===== config.mk =====
export PLATFORM = sky130hd
export DESIGN_NAME = pending_encoder
export DESIGN_NICKNAME = d
export VERILOG_FILES = /design/src/rtl/pending_encoder.sv
export SDC_FILE = /design/constraint.sdc
export NUM_CORES = 1
export LEC_CHECK = 0
export CAP_MARGIN = 0
export CORE_MARGIN = 3
export CORE_UTILIZATION = 49
export DETAILED_ROUTE_END_ITERATION = 10
export PLACE_DENSITY = 0.83
export SLEW_MARGIN = 20
export SYNTH_ARGS = -nofsm -noshare
export SYNTH_HDL_FRONTEND = slang
export SYNTH_SLANG_ARGS = --single-unit

===== constraint.sdc =====
create_clock -name clk -period 10.3 [get_ports clk]
set_clock_uncertainty 0.2 [all_clocks]
set_input_delay 1.03 -clock clk [delete_from_list [all_inputs] [get_ports clk]]
set_output_delay 1.03 -clock clk [all_outputs]
set_load 0.01 [all_outputs]

===== src/rtl/pending_encoder.sv =====
// rtl/pending_encoder.sv - pending-request collector that serializes line numbers over valid/ready
module pending_encoder #(
    parameter int N_IN = 3,
    parameter int OUT  = 2**N_IN
) (
    input  logic            clk,
    input  logic            rst,
    input  logic [OUT-1:0]  req,
    input  logic            ready,
    output logic [N_IN-1:0] N,
    output logic            valid,
    output logic [OUT-1:0]  pending,
    output logic [N_IN:0]   count,
    output logic            overflow
);

    typedef enum logic {
        S_EMPTY = 1'b0,
        S_HOLD  = 1'b1
    } stage_t;

    stage_t          r_state;
    stage_t          w_state_next;
    logic [OUT-1:0]  r_pend;
    logic [N_IN-1:0] r_n;
    logic [N_IN:0]   r_count;
    logic            r_overflow;

    logic            w_free;
    logic            w_load;
    logic [N_IN-1:0] w_idx;
    logic [OUT-1:0]  w_load_mask;
    logic [OUT-1:0]  w_pend_next;
    logic [OUT-1:0]  w_dup;
    logic [N_IN:0]   w_count_next;

    function automatic logic [N_IN:0] popcount(input logic [OUT-1:0] v);
        logic [N_IN:0] c;
        c = '0;
        for (int k = 0; k < OUT; k++) begin
            c = c + {{N_IN{1'b0}}, v[k]};
        end
        return c;
    endfunction

    // The stage can take a new index when empty or when the held one is being accepted.
    assign w_free = (r_state == S_EMPTY) || ready;
    assign w_load = w_free && (|r_pend);

    // Lowest set index of the registered pend vector; req is deliberately not looked at.
    always_comb begin
        w_idx = '0;
        for (int k = OUT - 1; k >= 0; k--) begin
            if (r_pend[k]) begin
                w_idx = N_IN'(k);
            end
        end
    end

    // One-hot of the line leaving pend this edge, then merge in new requests.
    always_comb begin
        w_load_mask = '0;
        if (w_load) begin
            w_load_mask[w_idx] = 1'b1;
        end
        w_pend_next  = (r_pend & ~w_load_mask) | req;
        w_dup        = req & r_pend & ~w_load_mask;
        w_count_next = popcount(w_pend_next);
    end

    // Output stage next state: refill when free and something is pending, else drain.
    always_comb begin
        w_state_next = r_state;
        if (w_free) begin
            w_state_next = (|r_pend) ? S_HOLD : S_EMPTY;
        end
    end

    // Output stage state register.
    always_ff @(posedge clk or posedge rst) begin
        if (rst) begin
            r_state <= S_EMPTY;
        end else begin
            r_state <= w_state_next;
        end
    end

    // Presented index; keeps its last value when the stage drains.
    always_ff @(posedge clk or posedge rst) begin
        if (rst) begin
            r_n <= '0;
        end else if (w_load) begin
            r_n <= w_idx;
        end
    end

    // Pending vector and its population count, updated together.
    always_ff @(posedge clk or posedge rst) begin
        if (rst) begin
            r_pend  <= '0;
            r_count <= '0;
        end else begin
            r_pend  <= w_pend_next;
            r_count <= w_count_next;
        end
    end

    // Sticky drop flag: a request hit a line that was already pending and not leaving.
    always_ff @(posedge clk or posedge rst) begin
        if (rst) begin
            r_overflow <= 1'b0;
        end else if (|w_dup) begin
            r_overflow <= 1'b1;
        end
    end

    assign N        = r_n;
    assign valid    = (r_state == S_HOLD);
    assign pending  = r_pend;
    assign count    = r_count;
    assign overflow = r_overflow;

endmodule

==> results.txt <==
- Outcome: completed
- Data on the critical path arrives at its endpoint at 4.58 ns.
- Insertion delay of the later-clocked pin in the worst-skew pair: 0.28 ns
- Final GP Congestion: 0.838
- After detailed routing, the average wire length per cell comes to 14.0 um.
* Horizontal die dimension: 49.5 um
- The number of antenna diodes in the final layout is 0.
- Area of the core: 0.00176 mm2
* Cts bufs inserted: 3
- In this run, synthesis produced a sequential element count of 17.
- Maximum VDD drop: 0.0898 mV
* Maximum number of pins on one net before global-route repair: 18
- Simple-gate share of the synthesized area: 13.4%
- For the final routed database, the setup TNS stands at 0 ns.
* Leak: 0.553 nW
- Measured along the y axis, the die boundary spans 49.5 um.
- TritonCTS built the clock tree.
- The final layout contains routed wiring with a total length of 2.02 mm.
- Ratio of total power to cell area: 110 mW/mm2
- In this run the tightest slew margin relative to its limit is 57.3%.
- In this run, post-CTS repair resized a total of 0 instances.
- Cell type with the highest aggregate area in the netlist: sky130_fd_sc_hd__dfrtp_1
- CTS clk-pin slew, worst paths: 0.10 ns
- Mean instance size in the synthesized netlist: 10.3 um2
- The number of antenna violations at the first check in global routing was 0.
- After synthesis, the netlist uses 33 different library cells.
- The worst register-to-register path begins at pending[2]$_DFF_PP0_.
- Yosys warning count: 0
- In this run, post-CTS hold repair placed 0 buffers.
* Maximum fanout along the worst path: 9
* Gate count after technology mapping: 90
- For this configuration, the core starts out at a cell density of 52.6%.
* Worst Max-Slew Pin Slew: 0.639 ns
* Type of element launching the critical path: input pin
* Final Hold Viols: 0
- Crit path kind: input pin to flop
- Cells with a size suffix above 1 make up 9.24% of the layout.
- Synthesized netlist net count: 108
- Counting every sink on the clock net gives 17.
- Port-buffer cells: 27
- Post-CTS setup buffer count: 0
- Worst-case clock buffer depth: 2
* DRC: 0
- The via count of the first global-routing pass came to 738.
- Number of vias in the routed layout: 747
- The count of final max-slew check failures came to 0.
* Maximum clock frequency: 0.218 GHz
- The tree is rooted in a sky130_fd_sc_hd__clkbuf_4.
- Commonest non-fill, non-tap cells in the layout: 27 x sky130_fd_sc_hd__clkdlybuf4s50_1, 17 x sky130_fd_sc_hd__dfrtp_1, 15 x sky130_fd_sc_hd__inv_1
- Starting DRT DRC Count: 22
* Critical Path Sink Type: flop
- Summing the areas of all fa, ha and maj instances in the mapped netlist gives 12.7% of the synthesized area.
* Top cell type's share of synthesized area: 45.9%
- Pin placement for this block handled 28 I/O pins.
- RSZ-0062 raised after global routing: false
- Combined area of all synthesized cells: 927 um2
- Data required time of the critical path: 10.29 ns
* Placed cell count: 140
- At the end of the flow, the number of nets in the layout was 138.
- Class of the tightest hold or removal check: flop to flop
* Fin crit share: 44.5%
* Top area cells in the synthesized netlist: sky130_fd_sc_hd__dfrtp_1 46%, sky130_fd_sc_hd__fa_1 8.6%, sky130_fd_sc_hd__inv_1 6.1%
* Global-route usage over all layers: 18.0%
* Compound-cell area share of the yosys netlist: 18.5%
* Most common cell after layout, fill and taps aside: sky130_fd_sc_hd__clkdlybuf4s50_1
* First-pass DRT Iterations: 4
- In this run the number of H-tree levels came out at 1.
- Compared with the post-synthesis result, the final layout area differs by 34.5%.
* Number of endpoints failing setup at the final stage: 0
- Post-DR vias/cell: 5.19
- The count of nets left with antenna violations once routing finished came out at 0.
* HPWL after detailed placement: 1.65 mm
* Worst reg-to-reg setup slack: 6.34 ns
- Worst r2r path cells: 11
- The finished layout holds 144 standard cells, fillers aside.
* Multiplexer area fraction after synthesis: 1.21%
* Rows: 15
- For the finished layout, the period the worst path requires is 4.59 ns.
- Min-Delay Path Depth: 1
- Sequential elements use 45.9% of the synthesized area.
- XOR/XNOR share of the synthesized area: 0.945%
- By area, the combinational part of the netlist is dominated by compound AO/OA/AOI/OAI gates.
* Wire length of the first global-routing pass: 3.31 mm
* Total Die Area: 0.00245 mm2
- Hold Startpoint: N[1]$_DFFE_PP0P_
- Across the run, the number of max-cap violations was 0.
- Global route overflow: 0
- The worst hold path terminates at N[1]$_DFFE_PP0P_.
- Capture point of the worst reg-to-reg path: count[1]$_DFF_PP0_
[worst max-delay path by stage]
stage	start	to	slack, ns	depth (start not counted)
finish	ready	count[1]$_DFF_PP0_	5.71	13
global route	ready	count[2]$_DFF_PP0_	5.49	13
CTS	ready	count[1]$_DFF_PP0_	5.70	13
detailed placement	ready	count[1]$_DFF_PP0_	5.40	13
global placement	ready	count[2]$_DFF_PP0_	5.54	13
floorplan	ready	count[2]$_DFF_PP0_	6.09	13
[metrics by stage]
step           setup slack [ns]  hold slack (ns)  utilization (%)  area [um2]  total power [W]
2_1_floorplan              6.09            0.344                -         927        0.0000872
3_3_place_gp               5.54            0.289             69.1        1220         0.000102
3_5_place_dp               5.40            0.292             69.1        1220         0.000104
4_1_cts                    5.70            0.317             70.7        1250         0.000139
5_1_grt                    5.49            0.338             70.7        1250         0.000146
6_report                   5.71            0.314             70.7        1250         0.000137
[cell type report]
type / instances / area, um2
sequential: 17 / 425
tap: 25 / 31.3
multi-input combinational: 55 / 433
clock inverter: 1 / 5.00
timing repair buffer: 27 / 270
clock buffer: 3 / 22.5
fill: 144 / 517
inverter: 16 / 60.1
[critical path, stage by stage]
cell	delay, ns
sky130_fd_sc_hd__clkdlybuf4s50_1	0.48
sky130_fd_sc_hd__nor2b_1	0.14
sky130_fd_sc_hd__o41ai_1	0.40
sky130_fd_sc_hd__nand2_1	0.17
sky130_fd_sc_hd__fa_1	0.51
sky130_fd_sc_hd__inv_1	0.06
sky130_fd_sc_hd__fa_1	0.50
sky130_fd_sc_hd__fa_1	0.49
sky130_fd_sc_hd__inv_1	0.08
sky130_fd_sc_hd__ha_1	0.16
sky130_fd_sc_hd__inv_1	0.06
sky130_fd_sc_hd__fa_1	0.48
sky130_fd_sc_hd__inv_1	0.04
[cell families after synthesis]
logic type,after synthesis
AOI/OAI and AO/OA,25
xor gates and xnor gates,1
adders and majority gates,7
buffers and inverters,18
DFF,17
muxes,1
and+or+nand+nor,21
[Yosys cell counts, drive strengths merged]
library cell	count
mux2	1
o221a	1
nor2b	2
or2b	1
and2	1
ha	3
o41ai	1
or2	1
inv	16
fa	4
nand2b	1
nand2	5
a32oi	1
a21oi	6
clkbuf	1
or3	2
o21ai	4
a21o	5
nor2	4
nor3	1
nand4b	2
or4	1
a22o	1
a21boi	1
a211oi	1
a31oi	1
xnor2	1
o31ai	2
o22a	1
dfrtp	17
buf	1
[per-layer routing]
metal	GRT usage, %	wire [um]	part of all wire [%]
met1	20.6	817	41
met2	31.3	1050	52
met3	5.44	117	5.8
met4	7.37	27	1.3
met5	0	0	0
[state kept, by name (all words and copies together), names as in the netlist]
name / count
overflow: 1
N: 3
valid: 1
count: 4
pending: 8
[power breakdown]
part | switching, W | internal (W)
combinational | 0.0000125 | 0.0000156
sequential | 0.00000249 | 0.0000709
clock | 0.0000213 | 0.0000144
(Power assumes the default switching activity.)
